<file path="src/rtl/fetch_pc_nested_irq.sv">
// Fetch-address stage: PC register plus next-PC select across undo, interrupt
// return/entry, branch prediction and sequential fetch, with a nested IRQ return stack.
module fetch_pc_nested_irq #(
    parameter int              XLEN       = 32,
    parameter int              NUM_IRQ    = 4,
    parameter int              NEST_DEPTH = 2,
    parameter logic [XLEN-1:0] RESET_PC   = '0,
    parameter logic [XLEN-1:0] VEC_BASE   = 32'h0000_0100,
    parameter int              VEC_STRIDE = 16,
    localparam int             LW         = $clog2(NUM_IRQ + 1),
    localparam int             DW         = $clog2(NEST_DEPTH + 1)
) (
    input  logic               clk,
    input  logic               rst,
    input  logic               stall,
    input  logic               branch_predict,
    input  logic [XLEN-1:0]    branch_pc,
    input  logic               branch_undo,
    input  logic [XLEN-1:0]    pc_not_taken,
    input  logic               irq_ret,
    input  logic [NUM_IRQ-1:0] irq_req,
    input  logic [NUM_IRQ-1:0] irq_en,
    output logic [XLEN-1:0]    mem_addr,
    output logic [XLEN-1:0]    pc,
    output logic [XLEN-1:0]    pc_plus_4,
    output logic               flush,
    output logic [NUM_IRQ-1:0] irq_ack,
    output logic               irq_active,
    output logic [LW-1:0]      irq_level,
    output logic [DW-1:0]      depth,
    output logic               underflow
);

    logic [XLEN-1:0] pc_q, pc_d;
    logic [LW-1:0]   level_q, level_d;
    logic [DW-1:0]   depth_q, depth_d;
    logic            underflow_q, underflow_d;
    logic [XLEN-1:0] stk_pc_q  [NEST_DEPTH];
    logic [XLEN-1:0] stk_pc_d  [NEST_DEPTH];
    logic [LW-1:0]   stk_lvl_q [NEST_DEPTH];
    logic [LW-1:0]   stk_lvl_d [NEST_DEPTH];

    logic [NUM_IRQ-1:0] elig;
    logic               have_w, pop, entry;
    logic [LW-1:0]      w_idx;
    logic [XLEN-1:0]    vec_pc, top_pc, seq_pc;
    logic [LW-1:0]      top_lvl;

    assign seq_pc = pc_q + XLEN'(4);
    assign elig   = irq_req & irq_en;

    // Lowest eligible index wins: scan downward so the last hit is the smallest.
    always_comb begin
        have_w = 1'b0;
        w_idx  = LW'(NUM_IRQ);
        for (int i = NUM_IRQ - 1; i >= 0; i--) begin
            if (elig[i]) begin
                have_w = 1'b1;
                w_idx  = LW'(i);
            end
        end
    end

    always_comb begin
        top_pc  = '0;
        top_lvl = '0;
        for (int i = 0; i < NEST_DEPTH; i++) begin
            if (DW'(i + 1) == depth_q) begin
                top_pc  = stk_pc_q[i];
                top_lvl = stk_lvl_q[i];
            end
        end
    end

    assign vec_pc = VEC_BASE + XLEN'(w_idx) * XLEN'(VEC_STRIDE);
    assign pop    = irq_ret && (depth_q != '0);
    assign entry  = have_w && (w_idx < level_q) && (depth_q < DW'(NEST_DEPTH))
                    && !stall && !branch_undo && !pop;

    always_comb begin
        pc_d        = pc_q;
        level_d     = level_q;
        depth_d     = depth_q;
        underflow_d = underflow_q || (irq_ret && (depth_q == '0));
        stk_pc_d    = stk_pc_q;
        stk_lvl_d   = stk_lvl_q;
        flush       = 1'b0;
        if (branch_undo) begin
            pc_d  = pc_not_taken;
            flush = 1'b1;
        end else if (pop) begin
            pc_d    = top_pc;
            level_d = top_lvl;
            depth_d = depth_q - DW'(1);
            flush   = 1'b1;
        end else if (entry) begin
            // Push the not-yet-decoded fetch address so it is refetched on return.
            for (int i = 0; i < NEST_DEPTH; i++) begin
                if (DW'(i) == depth_q) begin
                    stk_pc_d[i]  = pc_q;
                    stk_lvl_d[i] = level_q;
                end
            end
            pc_d    = vec_pc;
            level_d = w_idx;
            depth_d = depth_q + DW'(1);
            flush   = 1'b1;
        end else if (stall) begin
            pc_d = pc_q;
        end else if (branch_predict) begin
            pc_d  = branch_pc;
            flush = 1'b1;
        end else begin
            pc_d = seq_pc;
        end
        if (rst) flush = 1'b0;
    end

    always_comb begin
        irq_ack = '0;
        for (int i = 0; i < NUM_IRQ; i++)
            irq_ack[i] = entry && !rst && (w_idx == LW'(i));
    end

    always_ff @(posedge clk) begin
        if (rst) begin
            pc_q        <= RESET_PC;
            level_q     <= LW'(NUM_IRQ);
            depth_q     <= '0;
            underflow_q <= 1'b0;
            for (int i = 0; i < NEST_DEPTH; i++) begin
                stk_pc_q[i]  <= '0;
                stk_lvl_q[i] <= '0;
            end
        end else begin
            pc_q        <= pc_d;
            level_q     <= level_d;
            depth_q     <= depth_d;
            underflow_q <= underflow_d;
            stk_pc_q    <= stk_pc_d;
            stk_lvl_q   <= stk_lvl_d;
        end
    end

    assign mem_addr   = rst ? RESET_PC : pc_d;
    assign pc         = pc_q;
    assign pc_plus_4  = seq_pc;
    assign irq_active = (depth_q != '0);
    assign irq_level  = level_q;
    assign depth      = depth_q;
    assign underflow  = underflow_q;

endmodule
</file>
<file path="config.mk">
export PLATFORM = sky130hd
export DESIGN_NAME = fetch_pc_nested_irq
export DESIGN_NICKNAME = d
export VERILOG_FILES = /design/src/rtl/fetch_pc_nested_irq.sv
export SDC_FILE = /design/constraint.sdc
export NUM_CORES = 1
export LEC_CHECK = 0
export CAP_MARGIN = 20
export CORE_ASPECT_RATIO = 1.75
export CORE_MARGIN = 10
export CORE_UTILIZATION = 43
export CTS_BUF_LIST = sky130_fd_sc_hd__clkbuf_16
export CTS_CLUSTER_SIZE = 28
export DETAILED_ROUTE_END_ITERATION = 16
export GPL_ROUTABILITY_DRIVEN = 1
export HOLD_SLACK_MARGIN = 0.03
export PLACE_DENSITY = 0.79
export SLEW_MARGIN = 10
export SYNTH_ARGS = -nofsm -noshare
export SYNTH_HDL_FRONTEND = slang
export SYNTH_SLANG_ARGS = --single-unit
</file>
<file path="constraint.sdc">
create_clock -name clk -period 3.6 [get_ports clk]
set_input_delay 0.72 -clock clk [delete_from_list [all_inputs] [get_ports clk]]
set_output_delay 0.72 -clock clk [all_outputs]
set_load 0.02 [all_outputs]
</file>
======== Word-level counts from Yosys, hierarchy flattened ========
Cells that the tools add are included.
word-level totals
  register bits after elaboration ......... 108
  bits of input ports ..................... 78
  output and inout bits ................... 108
  logic and storage cells ................. 74
operators by class
  add/subtract/negate cells ............... 4
  order comparisons ....................... 2
  equal/unequal tests ..................... 5
  multiplexer cells ....................... 28
  bitwise gates (word level) .............. 3
  reduce and logical (&&, ||, !) cells .... 24
operators with widths
  cell                   count
  $mux 32                8
  $add 32x3->32 const B  1
  $mux 3                 8
  $logic_and 1x1->1      12
  $add 9x7->10 const A   1
  $mux 1                 10
  $reduce_and 4->1       2
  $eq 3x2->1 const B     2
  $and 4x4->4            1
  $logic_not 1->1        4
  $mux 2                 2
  $reduce_bool 2->1      2
  $eq 3x1->1 const B     1
  $logic_not 3->1        1
  $lt 3x3->1             1
  $add 2x1->2 const B    1
  $eq 1x2->1 const A     1
  $eq 2x2->1 const A     1
  $logic_not 2->1        1
  $lt 2x2->1 const B     1
  $not 1->1              2
  $reduce_and 2->1       1
  $sub 2x1->2 const B    1
  $logic_or 1x1->1       1

======== Longest topological paths before layout ========
Gate-level depths: netlist (run 1).
  depth in word-level cells ............... 15
  mapped depth ............................ 10
  depth with buffers taken out ............ 8

======== Worst setup path after synthesis (run 1) ========
Ideal clock, no wire load.
  path type ............................... input to output
  start ................................... in irq_req[2]
  end ..................................... out mem_addr[14]
  arrival time ............................ 2.668 ns
  data required time ...................... 2.880 ns
  slack ................................... 0.212 ns
  stages on the path ...................... 8
  cell sequence ........................... a22o_1 > nor2_1 > ha_1 > inv_1 > a211o_1 > and2_4 > or3_4 > o21ai_0
between the ends
  cells in the longest elaborated chain, start to end .. 14
  elaborated cells on any way between the ends .. 17
  those cells by class .................... order compare (1); mux (10); bitwise (1); reduce/logical (5)
RTL lines
  element                             line  text
  start, declared                     21    input logic [NUM_IRQ-1:0] irq_req,
  $and 4x4->4 (*)                     50    assign elig = irq_req & irq_en;
  $mux 3 (3 in a row)                 57    if (elig[i]) begin
  $lt 3x3->1                          77    assign entry = have_w && (w_idx < level_q) && (depth_q < DW'(NEST_DEPTH))
  $logic_and 1x1->1 (*) (2 in a row)  77
  $logic_and 1x1->1 (*) (3 in a row)  78    && !stall && !branch_undo && !pop;
  $mux 32 (*)                         96    end else if (entry) begin
  $mux 32 (*)                         91    end else if (pop) begin
  $mux 32 (*)                         88    if (branch_undo) begin
  $mux 32 (*)                         --
  end, declared                       23    output logic [XLEN-1:0] mem_addr,
Mark *: on every way between the ends. The rest lies on a longest branch, timed or not.

======== Final worst setup path (run 1) ========
  start ................................... reg pc_q[5] (netlist: pc[5])
  end ..................................... out pc_plus_4[29]
between the ends
  cells in the longest elaborated chain, start to end .. 1
RTL lines
  element                 line  text
  start, declared         34    logic [XLEN-1:0] pc_q, pc_d;
  start signal, assigned  136   pc_q <= pc_d;
  $add 32x3->32           49    assign seq_pc = pc_q + XLEN'(4);
  end, declared           25    output logic [XLEN-1:0] pc_plus_4,
Every way passes these cells.

==> results by group, run 1 <==
Route
  – Detailed-route vias per instance: between 5 and 6
  – Post-detailed-route DRC marker count: 0
  – Post-detailed-route wirelength per cell: 20.7 µm
  – Post-route ant nets: 0
  – First-pass iteration count of the detailed router: 7
  – Detailed router's first-iteration violation count: 564
  – Vias after detailed routing: 7252
  – Final wirelength: roughly 25 mm

Pwr
  – Internal Power: ~0.0023 W
  – Total power density per cell area: approximately 370 nW/µm²
  – Overall power of the completed layout: between 0.003 and 0.004 W
  – Leakage power: around 3.8 nW
  – Comb power frac: 0.299
  – Reg power frac: 0.385
  – Switching share of power: 0.327
  – Worst IR drop on VDD: ~290 µV
  – Clock power share: 0.316
  – Switching power summed over all nets: about 0.0011 W

Synthesis
  – Asr flop ratio synth: 0
  – Sequential area share after synthesis: 0.349
  – Count of distinct cell types in the synthesized netlist: 63
  – Most frequent cell after synthesis: sky130_fd_sc_hd__nand2_1
  – Post-synthesis cell count: a little over 800
  – Top cells by area, synth: sky130_fd_sc_hd__dfxtp_1, sky130_fd_sc_hd__nand2_1, sky130_fd_sc_hd__mux2i_1, sky130_fd_sc_hd__a21oi_1, sky130_fd_sc_hd__nor2_1
  – Number of synthesized flops with an enable pin: 0
  – Mapped cell area: ~6200 µm²
  – Most instantiated flip-flop cell in the synthesis netlist: sky130_fd_sc_hd__dfxtp_1
  – Commonest cells post-synth: sky130_fd_sc_hd__nand2_1, sky130_fd_sc_hd__dfxtp_1, sky130_fd_sc_hd__nor2_1
  – Number of flip-flops and latches in the synthesized netlist: about 110
  – Share of the synthesized area in the top cell type: 0.349
  – Yosys warning count: 0
  – Mapped Nets: a little under 900
  – Cell accounting for the most synthesized area: sky130_fd_sc_hd__dfxtp_1
  – Post-synthesis area per instance: between 7 and 8 µm²

Run status
  – Run status: finished, final reports clean

CTS
  – Clock slew at reported path FFs: about 0.08 ns
  – Maximum buffer depth of the clock tree: 2
  – Clk sink count: 108
  – Clock tree from TritonCTS: yes
  – Hold buffers post-CTS: 0
  – Clock H-tree levels: 3
  – Library cell used as clock root buffer: sky130_fd_sc_hd__clkbuf_16
  – Inserted Clock Buffers: 9
  – Later-pin clock latency in the skew report: 0.36 ns

Critical path
  – Arrival time reported for the critical path endpoint: roughly 2.8 ns
  – Cell family with the largest share of critical-path delay: simple AND/OR/NAND/NOR gates
  – Largest fanout on the critical path: 6
  – Endpoint type of the worst setup path: output pin
  – Critical-path top delay cell: sky130_fd_sc_hd__clkdlybuf4s50_1
  – Critical Path Source Type: register
  – Largest stage delay, worst path: between 0.6 and 0.7 ns
  – Worst path required time: 2.88 ns
  – Count of buffering cells on the critical path with inverters included: 2
  – Path type of the worst setup path: reg -> out
  – Critical path cell sequence: nand4_1, nor4_4, buf_4, nand2_1, nor2_2, xor2_1, clkdlybuf4s50_1

STA
  – Min setup slack post-route: approximately 0.091 ns
  – Number of failing hold endpoints at the final stage: 0
  – Shortest period the worst path allows: approximately 3.5 ns
  – Final critical-path share of the clock period: 0.975
  – Fin Setup TNS: 0 ns
  – Number of endpoints failing setup at the final stage: 0
  – Fin Clk Skew: 0.0119 ns
  – Final count of pins violating max slew: 0
  – Peak clock frequency supported by timing: around 280 MHz
  – Slew of the pin with the lowest slew margin: ~0.65 ns
  – Relative slew slack: 0.565

Place
  – Number of port buffers: ~190
  – Dpl ws: -0.765 ns
  – Post-place instance area: around 9000 µm²
  – Routability congestion estimate from global placement: around 0.93
  – Dpl hpwl: about 19 mm

Floorplan
  – Vertical die dimension: about 180 µm
  – Row cnt: 58
  – Die width: 111 µm
  – Initial Util: 0.434
  – Core area: about 14000 µm²
  – Number of placed I/O pins: roughly 190
  – Floorplan die area: about 20000 µm²

GRT
  – Global-route total usage across every layer: 0.245
  – Global-route layer with the greatest usage: met2
  – First-pass GRT wire length: about 40 mm
  – Met3 track utilization from global routing: 0.0469
  – Met1 Usage GRT: 0.266
  – Grt met2 use: 0.440
  – Number of global-route vias before repair: 7172
  – Remaining global-route overflow: 0
  – Number of antenna violations at the first check in global routing: 0
  – Largest net degree at the start of global routing: a little under 60

Cells and area
  – Share of post-route cells with drive strength above 1: 0.210
  – Post-route design area: 9130 µm²
  – Antenna Cells: 0
  – NumNets Final: between 1k and 1.5k
  – Layout overhead on the synthesized area: 47.4%

Job
  – Max capacitance violation total: 0

Min path
  – Path category of the worst min-delay check: reg -> reg
cell usage in the layout (no fill, tap or decap), types with 12 or more instances in the layout:
master and instances:
sky130_fd_sc_hd__clkdlybuf4s50_1 137, sky130_fd_sc_hd__nor3_1 12, sky130_fd_sc_hd__a22oi_1 12, sky130_fd_sc_hd__nor2_1 82
sky130_fd_sc_hd__buf_4 113, sky130_fd_sc_hd__xnor2_1 16, sky130_fd_sc_hd__dfxtp_1 108, sky130_fd_sc_hd__mux2i_1 42
sky130_fd_sc_hd__o21ai_0 35, sky130_fd_sc_hd__xor2_1 13, sky130_fd_sc_hd__nand2_1 161, sky130_fd_sc_hd__buf_2 25
sky130_fd_sc_hd__a21oi_1 64
registers in the layout, indices dropped and copies added, names as in the netlist:
signal	count
stk_pc_q	64
pc	32
stk_lvl_q	6
irq_level	3
depth	2
underflow	1
tightest hold or removal path: cells and delay by family, from the launching register on:
| family | cells | cell delay (ns) |
|---|---|---|
| AO/OA/AOI/OAI | 1 | 0.05 |
| flip-flops | 1 | 0.31 |
| AND/OR/NAND/NOR | 1 | 0.05 |
power by group through the flow:
stage	logic, W	registers (W)	clock network, W
final	0.00100	0.00129	0.00106
after global routing	0.00106	0.00130	0.00111
after CTS	0.000983	0.00129	0.00106
after detailed placement	0.000978	0.00131	0
after global placement	0.000972	0.00131	0
after floorplan	0.000441	0.00135	0
metrics by stage:
stage               hold slack (ns)  instances  utilization
finish                        0.458       1230        0.639
global route                  0.479       1230        0.639
CTS                           0.457       1226        0.636
detailed placement            0.447       1208        0.615
global placement              0.441       1208        0.615
floorplan                     0.437        811            -
worst paths after layout:
path,endpoint,from,cells past startpoint,slack [ns]
worst min-delay path,stk_pc_q[23],stk_pc_q[23],2,0.46
worst min register to register,stk_pc_q[23],stk_pc_q[23],2,0.46
worst max register to register,pc[25],pc[4],8,1.20
worst max-delay path,pc_plus_4[29],pc[5],7,0.09
repair_timing:
item                                    4_1_cts  5_1_grt
gates cloned                                  1        0
resized for setup                           197       36
pin swaps                                    12       15
buffers inserted                              2        4
endpoints found under the setup margin       38       38
cell type report:
type | count | area (µm²)
well taps | 180 | 225
clock inverters | 7 | 86.3
flip-flops and latches | 108 | 2160
inverters | 10 | 37.5
multi-input cells | 615 | 3800
fillers | 1211 | 5160
clock buffers | 9 | 225
repair buffers | 301 | 2600
cells by family after synthesis:
logic type	share of synthesized area
AOI/OAI and AO/OA	0.224
buffers and inverters	0.0624
muxes	0.0678
xor gates and xnor gates	0.0436
DFF	0.349
and+or+nand+nor	0.244
adders and majority gates	0.0101
layer usage:
| layer | up-vias | part of all wire |
|---|---|---|
| li1 | 3309 | - |
| met1 | 3445 | 0.36 |
| met2 | 423 | 0.51 |
| met3 | 75 | 0.080 |
| met4 | 0 | 0.045 |
| met5 | - | 0 |
Note: power is estimated with default switching activity, not from simulation.
==> run 2: changes to the inputs <==
--- a/config.mk
+++ b/config.mk
@@ -12,9 +12,9 @@
 export CTS_BUF_LIST = sky130_fd_sc_hd__clkbuf_16
 export CTS_CLUSTER_SIZE = 28
 export DETAILED_ROUTE_END_ITERATION = 16
-export GPL_ROUTABILITY_DRIVEN = 1
+export GPL_ROUTABILITY_DRIVEN = 0
 export HOLD_SLACK_MARGIN = 0.03
-export PLACE_DENSITY = 0.79
+export PLACE_DENSITY = 0.82
 export SLEW_MARGIN = 10
 export SYNTH_ARGS = -nofsm -noshare
 export SYNTH_HDL_FRONTEND = slang
==> constraint.sdc (replaced) <==
create_clock -name clk -period 3.1 [get_ports clk]
set_input_delay 0.62 -clock clk [delete_from_list [all_inputs] [get_ports clk]]
set_output_delay 0.62 -clock clk [all_outputs]
set_load 0.02 [all_outputs]
==> run 2 against run 1 <==
  * Setup slack worse by 0.24 ns
  * Via count grew 5.5%
  * Core utilization is 6.3 points higher
  * Non-clock buffer count grew 63
  * The run now ends with negative setup slack left
  * Critical path depth increased by 4
  * First-iteration DRC count grew 14%
  * Sequential share of layout area fell by 2.0 points
  * Clock power increased by 13%
  * Clock skew up 0.0037 ns
  * Critical endpoint is now mem_addr[24]
  * Critical path type is now in -> out
  * Largest power group unchanged
==> results by group, run 2 (synthesis results as in run 1) <==
Cells and area
  – Share of post-route cells with drive strength above 1: 0.286 (was 0.210)
  – Leading cell type in the layout, fill and taps excluded: sky130_fd_sc_hd__buf_4 (was sky130_fd_sc_hd__nand2_1)
  – Register bank with the most flops: stk_pc_q (unchanged)
  – NumNets Final: 1191 (was 1128)
  – Antenna Cells: 0 (unchanged)
  – Layout overhead on the synthesized area: 61.8% (was 47.4%)
  – Utilization after layout: 0.701 (was 0.639)
  – Flip-flop count of the largest register after layout: 64 (unchanged)
  – Top library cells by usage in the layout, fill and taps aside: sky130_fd_sc_hd__buf_4, sky130_fd_sc_hd__nand2_1, sky130_fd_sc_hd__clkdlybuf4s50_1 (was sky130_fd_sc_hd__nand2_1, sky130_fd_sc_hd__clkdlybuf4s50_1, sky130_fd_sc_hd__buf_4)
  – Post-route insts no fill: 1293 (was 1230)

Run status
  – Run status: finished with violations (was finished, final reports clean)
  – Violations in the final reports: negative setup slack

Critical path
  – Worst path required time: 2.48 ns (was 2.88 ns)
  – Largest fanout on the critical path: 5 (was 6)
  – Launching element of the worst setup path: irq_en[2] (was pc[5])
  – Reg-to-reg startpoint: irq_level[2] (was pc[4])
  – Endpoint type of the worst setup path: output pin (unchanged)
  – Path type of the worst setup path: in -> out (was reg -> out)
  – Destination of the worst register-to-register timing path: pc[12] (was pc[25])
  – Slack of the worst reg-to-reg path: 0.81 ns (was 1.20 ns)
  – Critical Path Source Type: primary input (was register)
  – Arrival time reported for the critical path endpoint: 2.62 ns (was 2.79 ns)
  – Cell count of the worst reg-to-reg path: 11 (was 8)

STA
  – Fin Clk Skew: 0.0157 ns (was 0.0119 ns)
  – Final count of pins violating max slew: 0 (unchanged)
  – Relative slew slack: 0.626 (was 0.565)
  – Number of failing hold endpoints at the final stage: 0 (unchanged)
  – Number of endpoints failing setup at the final stage: 25 (was 0)
  – Peak clock frequency supported by timing: 308 MHz
  – Shortest period the worst path allows: between 3 and 4 ns
  – Unrepaired setup endpoints after global routing: yes
  – Final critical-path share of the clock period: 1.05
  – Slew of the pin with the lowest slew margin: 0.562 ns (was 0.652 ns)
  – Min setup slack post-route: -0.145 ns (was 0.0912 ns)
  – Fin Setup TNS: -1.34 ns (was 0 ns)

CTS
  – Hold buffers post-CTS: 0 (unchanged)
  – Clock slew at reported path FFs: 0.07 ns (was 0.08 ns)
  – Library cell used as clock root buffer: sky130_fd_sc_hd__clkbuf_16 (unchanged)
  – Clock tree from TritonCTS: yes (unchanged)
  – Maximum buffer depth of the clock tree: 2 (unchanged)
  – Later-pin clock latency in the skew report: 0.36 ns (about the same)
  – Inserted Clock Buffers: 9 (unchanged)
  – Clock H-tree levels: 3 (unchanged)
  – Clk sink count: 108 (unchanged)

Floorplan
  – Row cnt: 58 (unchanged)
  – Initial Util: 0.434 (unchanged)
  – Die width: 111 µm (unchanged)
  – Number of placed I/O pins: 186 (unchanged)
  – Vertical die dimension: 179 µm (unchanged)
  – Floorplan die area: 19800 µm² (unchanged)
  – Core area: 14300 µm² (unchanged)

Place
  – Number of port buffers: 185 (unchanged)
  – Dpl hpwl: 19.0 mm (was 18.5 mm)
  – Dpl ws: -1.12 ns (was -0.765 ns)
  – Post-Place Cells: 1256 (was 1208)

Job
  – Max capacitance violation total: 0 (unchanged)

Route
  – Detailed-route vias per instance: 5.92 (was 5.90)
  – Final wirelength: 27.2 mm (was 25.5 mm)
  – Detailed router's first-iteration violation count: 642 (was 564)
  – First-pass iteration count of the detailed router: 7 (unchanged)
  – Vias after detailed routing: 7652 (was 7252)
  – Post-detailed-route wirelength per cell: 21.0 µm (was 20.7 µm)
  – Post-detailed-route DRC marker count: 0 (unchanged)
  – Post-route ant nets: 0 (unchanged)

GRT
  – Number of antenna violations at the first check in global routing: 0 (unchanged)
  – First-pass GRT wire length: 41.1 mm (was 39.8 mm)
  – Largest net degree at the start of global routing: 36 (was 59)
  – Number of global-route vias before repair: 7748 (was 7172)
  – Remaining global-route overflow: 0 (unchanged)
  – Global-route total usage across every layer: 0.255 (was 0.245)

Pwr
  – Worst IR drop on VDD: 283 µV (was 290 µV)
  – Leakage power: 4.32 nW (was 3.84 nW)
  – Overall power of the completed layout: 0.00402 W (was 0.00335 W)
  – Total power density per cell area: 401 nW/µm² (was 367 nW/µm²)

Min path
  – Worst hold path endpoint: stk_pc_q[13] (was stk_pc_q[23])
  – Min-Delay Path Depth: 2 (unchanged)
  – Path category of the worst min-delay check: reg -> reg (unchanged)
  – Critical hold path startpoint: stk_pc_q[13] (was stk_pc_q[23])
## run 2: worst max-delay path by stage
stage	end	slack (ns)	depth (start not counted)
final	mem_addr[24]	-0.14	11
after global routing	mem_addr[15]	-0.17	11
after floorplan	mem_addr[14]	-0.09	8
after detailed placement	mem_addr[8]	-1.12	10
after global placement	mem_addr[8]	-1.06	10
after CTS	mem_addr[29]	-0.14	10
## run 2: layer usage
metal,GRT usage,vias to the layer above,part of all wire,wire [µm]
li1,-,3445,-,-
met1,0.260,3619,0.35,9530
met2,0.462,449,0.51,13800
met3,0.0529,139,0.073,1990
met4,0.171,0,0.068,1850
met5,0,-,0,0
## run 2: final cells by class
| type | count | area, µm² |
|---|---|---|
| Timing Repair Buffer | 364 | 3310 |
| Tap cell | 180 | 225 |
| Inverter | 10 | 37.5 |
| Sequential cell | 108 | 2180 |
| Clock inverter | 7 | 72.6 |
| Clock buffer | 9 | 225 |
| Multi-Input combinational cell | 615 | 3980 |
| Fill cell | 1040 | 4270 |
## run 2: stage by stage
step	instance area, µm²	hold WS [ns]
2_1_floorplan	6200	0.437
3_3_place_gp	9180	0.441
3_5_place_dp	9180	0.447
4_1_cts	9800	0.457
5_1_grt	10000	0.478
6_report	10000	0.458
## run 2: worst max-delay path, stage by stage
cell	delay, ns
sky130_fd_sc_hd__buf_6	0.09
sky130_fd_sc_hd__a22o_4	0.26
sky130_fd_sc_hd__nor2_4	0.14
sky130_fd_sc_hd__ha_4	0.15
sky130_fd_sc_hd__inv_2	0.04
sky130_fd_sc_hd__a211o_1	0.27
sky130_fd_sc_hd__and2_4	0.21
sky130_fd_sc_hd__or3_4	0.37
sky130_fd_sc_hd__buf_12	0.17
sky130_fd_sc_hd__o21ai_4	0.15
sky130_fd_sc_hd__buf_6	0.14
## run 2: what timing repair did
| item | 4_1_cts | 5_1_grt |
|---|---|---|
| pin swaps | 28 | 21 |
| gates resized for setup | 311 | 49 |
| gates cloned | 2 | 0 |
| setup buffers | 11 | 9 |
| endpoints found under the hold margin | 0 | 0 |
| setup endpoints to repair | 55 | 47 |
## run 2: power by group
part           switching [W]  internal, W
clock               0.000564     0.000632
combinational       0.000695     0.000638
sequential         0.0000515      0.00144
==> run 3: changes to the inputs <==
--- a/config.mk
+++ b/config.mk
@@ -7,7 +7,7 @@
 export LEC_CHECK = 0
 export CAP_MARGIN = 20
 export CORE_ASPECT_RATIO = 1.75
-export CORE_MARGIN = 10
+export CORE_MARGIN = 3
 export CORE_UTILIZATION = 43
 export CTS_BUF_LIST = sky130_fd_sc_hd__clkbuf_16
 export CTS_CLUSTER_SIZE = 28
==> run 3 against run 2 <==
  * The flow still finishes with violations (negative setup slack)
  * Core utilization grew 2.1 points
  * Final cell count is essentially flat
  * Count of clock-buffer cells in the layout did not move
  * Design area up 0.69%
  * Combinational power barely moved
  * First-iteration DRC count rose by 14%
  * Clock skew down 0.0052 ns
  * Global-route usage is 5.1 points higher
  * Routed wire length shrank 1.6%
==> results by group, run 3 (synthesis results as in run 1) <==
Floorplan
  – Vertical die dimension: 165 µm (was 179 µm)
  – Die width: 96.8 µm (was 111 µm)
  – Row cnt: 57 (was 58)
  – Initial Util: 0.443 (was 0.434)
  – Core area: 14000 µm² (was 14300 µm²)
  – Number of placed I/O pins: 186 (unchanged)
  – Floorplan die area: 15900 µm² (was 19800 µm²)

CTS
  – Later-pin clock latency in the skew report: 0.36 ns (about the same)
  – Clock H-tree levels: 3 (unchanged)
  – Clock tree from TritonCTS: yes (unchanged)
  – Library cell used as clock root buffer: sky130_fd_sc_hd__clkbuf_16 (unchanged)
  – Hold buffers post-CTS: 0 (unchanged)
  – Clock slew at reported path FFs: 0.08 ns (was 0.07 ns)
  – Clk sink count: 108 (unchanged)
  – Inserted Clock Buffers: 9 (unchanged)
  – Maximum buffer depth of the clock tree: 2 (unchanged)

Route
  – Vias after detailed routing: 7661 (was 7652)
  – Detailed router's first-iteration violation count: 733 (was 642)
  – Post-detailed-route wirelength per cell: 20.7 µm (was 21.0 µm)
  – Post-detailed-route DRC marker count: 0 (unchanged)
  – Final wirelength: 26.7 mm (was 27.2 mm)
  – Post-route ant nets: 0 (unchanged)
  – Detailed-route vias per instance: 5.93 (was 5.92)
  – First-pass iteration count of the detailed router: 7 (unchanged)

Min path
  – Critical hold path startpoint: stk_pc_q[6] (was stk_pc_q[13])
  – Worst hold path endpoint: stk_pc_q[6] (was stk_pc_q[13])
  – Min-Delay Path Depth: 2 (unchanged)
  – Path category of the worst min-delay check: reg -> reg (unchanged)

STA
  – Relative slew slack: 0.658 (was 0.626)
  – Min setup slack post-route: -0.144 ns (was -0.145 ns)
  – Number of failing hold endpoints at the final stage: 0 (unchanged)
  – Slew of the pin with the lowest slew margin: 0.513 ns (was 0.562 ns)
  – Fin Clk Skew: 0.0105 ns (was 0.0157 ns)
  – Final critical-path share of the clock period: 1.05 (about the same)
  – Unrepaired setup endpoints after global routing: yes (unchanged)
  – Final count of pins violating max slew: 0 (unchanged)
  – Shortest period the worst path allows: 3.24 ns (about the same)
  – Number of endpoints failing setup at the final stage: 32 (was 25)
  – Peak clock frequency supported by timing: 308 MHz (about the same)

Critical path
  – Largest fanout on the critical path: 5 (unchanged)
  – Cell count of the worst reg-to-reg path: 11 (unchanged)
  – Critical Path Source Type: primary input (unchanged)
  – Destination of the worst register-to-register timing path: pc[17] (was pc[12])
  – Reg-to-reg startpoint: pc[3] (was irq_level[2])
  – Arrival time reported for the critical path endpoint: 2.62 ns (about the same)
  – Slack of the worst reg-to-reg path: 0.75 ns (was 0.81 ns)
  – Endpoint type of the worst setup path: output pin (unchanged)
  – Path type of the worst setup path: in -> out (unchanged)
  – Worst path required time: 2.48 ns (about the same)

Place
  – Post-place instance area: 9210 µm² (was 9180 µm²)
  – Number of port buffers: 185 (unchanged)
  – Dpl hpwl: 18.6 mm (was 19.0 mm)
  – Dpl ws: -1.06 ns (was -1.12 ns)

Pwr
  – Leakage power: 4.42 nW (was 4.32 nW)
  – Total power density per cell area: 391 nW/µm² (was 401 nW/µm²)
  – Worst IR drop on VDD: 252 µV (was 283 µV)

GRT
  – Global-route total usage across every layer: 0.306 (was 0.255)
  – Number of antenna violations at the first check in global routing: 1 (was 0)
  – First-pass GRT wire length: 39.0 mm (was 41.1 mm)
  – Largest net degree at the start of global routing: 33 (was 36)
  – Number of global-route vias before repair: 7397 (was 7748)
  – Remaining global-route overflow: 0 (unchanged)

Cells and area
  – Register bank with the most flops: stk_pc_q (unchanged)
  – Post-route design area: 10100 µm² (was 10000 µm²)
  – Flip-flop count of the largest register after layout: 64 (unchanged)
  – Layout overhead on the synthesized area: 62.9% (was 61.8%)
  – Top library cells by usage in the layout, fill and taps aside: sky130_fd_sc_hd__buf_4, sky130_fd_sc_hd__nand2_1, sky130_fd_sc_hd__clkdlybuf4s50_1 (unchanged)
  – Share of post-route cells with drive strength above 1: 0.299 (was 0.286)
  – NumNets Final: 1192 (was 1191)
  – Leading cell type in the layout, fill and taps excluded: sky130_fd_sc_hd__buf_4 (unchanged)

Job
  – Max capacitance violation total: 0 (unchanged)

Run status
  – Run status: finished with violations (unchanged)
  – Violations in the final reports: negative setup slack (unchanged)
[run 3: cell types whose count changed in the layout (fill, tap and decap cells not counted), moves of 3 or more]
cell	previous run	this run
sky130_fd_sc_hd__inv_1	8	11
sky130_fd_sc_hd__a32o_2	2	8
sky130_fd_sc_hd__buf_6	42	47
sky130_fd_sc_hd__dlygate4sd2_1	18	14
sky130_fd_sc_hd__a221oi_4	0	3
sky130_fd_sc_hd__buf_2	7	4
sky130_fd_sc_hd__a32o_1	9	3
sky130_fd_sc_hd__dlymetal6s2s_1	1	4
[run 3: area by class of cell]
class | count | area (µm²)
diodes | 1 | 2.50
multi-input cells | 615 | 4080
repair buffers | 365 | 3310
flip-flops and latches | 108 | 2180
fillers | 1005 | 3880
well taps | 177 | 221
clock inverters | 7 | 46.3
inverters | 10 | 37.5
clock buffers | 9 | 225
[run 3: worst max-delay path by stage]
stage               start      endpoint  cells after the start
4_1_cts         irq_en[2]  mem_addr[24]                     11
3_3_place_gp   irq_req[1]   mem_addr[8]                     10
3_5_place_dp    irq_en[1]   mem_addr[2]                     11
2_1_floorplan  irq_req[2]  mem_addr[14]                      8
6_report        irq_en[2]  mem_addr[25]                     13
5_1_grt         irq_en[2]  mem_addr[24]                     11
[run 3: layer usage]
metal	GRT usage	wire length, µm	vias up
met2	0.575	13900	482
met3	0.0448	2090	102
met5	0	0	-
met1	0.329	9210	3630
li1	-	-	3447
met4	0.162	1570	0
[run 3: power breakdown]
group / leakage (nW) / switching (W) / internal [W]
registers: 0.882 / 0.0000527 / 0.00144
clock network: 0.137 / 0.000566 / 0.000545
logic: 3.40 / 0.000699 / 0.000646
[run 3: metrics by stage]
step | TNS [ns] | power, W | instances | utilization | hold slack [ns]
detailed placement | -35.23 | 0.00271 | 1256 | 0.659 | 0.448
global placement | -32.77 | 0.00270 | 1256 | 0.659 | 0.442
CTS | -1.51 | 0.00386 | 1285 | 0.700 | 0.458
finish | -1.84 | 0.00395 | 1292 | 0.722 | 0.458
floorplan | -0.449 | 0.00208 | 811 | - | 0.437
global route | -3.27 | 0.00407 | 1292 | 0.722 | 0.471
[run 3: worst max-delay path, stage by stage]
cell and delay (ns):
sky130_fd_sc_hd__buf_6 0.09, sky130_fd_sc_hd__a22o_4 0.26, sky130_fd_sc_hd__nor2_4 0.19, sky130_fd_sc_hd__ha_4 0.16, sky130_fd_sc_hd__inv_2 0.04, sky130_fd_sc_hd__a211o_1 0.25
sky130_fd_sc_hd__buf_4 0.14, sky130_fd_sc_hd__buf_6 0.12, sky130_fd_sc_hd__a21oi_2 0.12, sky130_fd_sc_hd__o21ai_1 0.09, sky130_fd_sc_hd__a211oi_2 0.26, sky130_fd_sc_hd__buf_4 0.16
sky130_fd_sc_hd__buf_6 0.11
[run 3: timing repair]
| item | 4_1_cts | 5_1_grt |
|---|---|---|
| endpoints found under the setup margin | 56 | 49 |
| resized for setup | 316 | 79 |
| setup buffers | 13 | 7 |
| gates cloned | 1 | 0 |
| pin swaps | 28 | 18 |
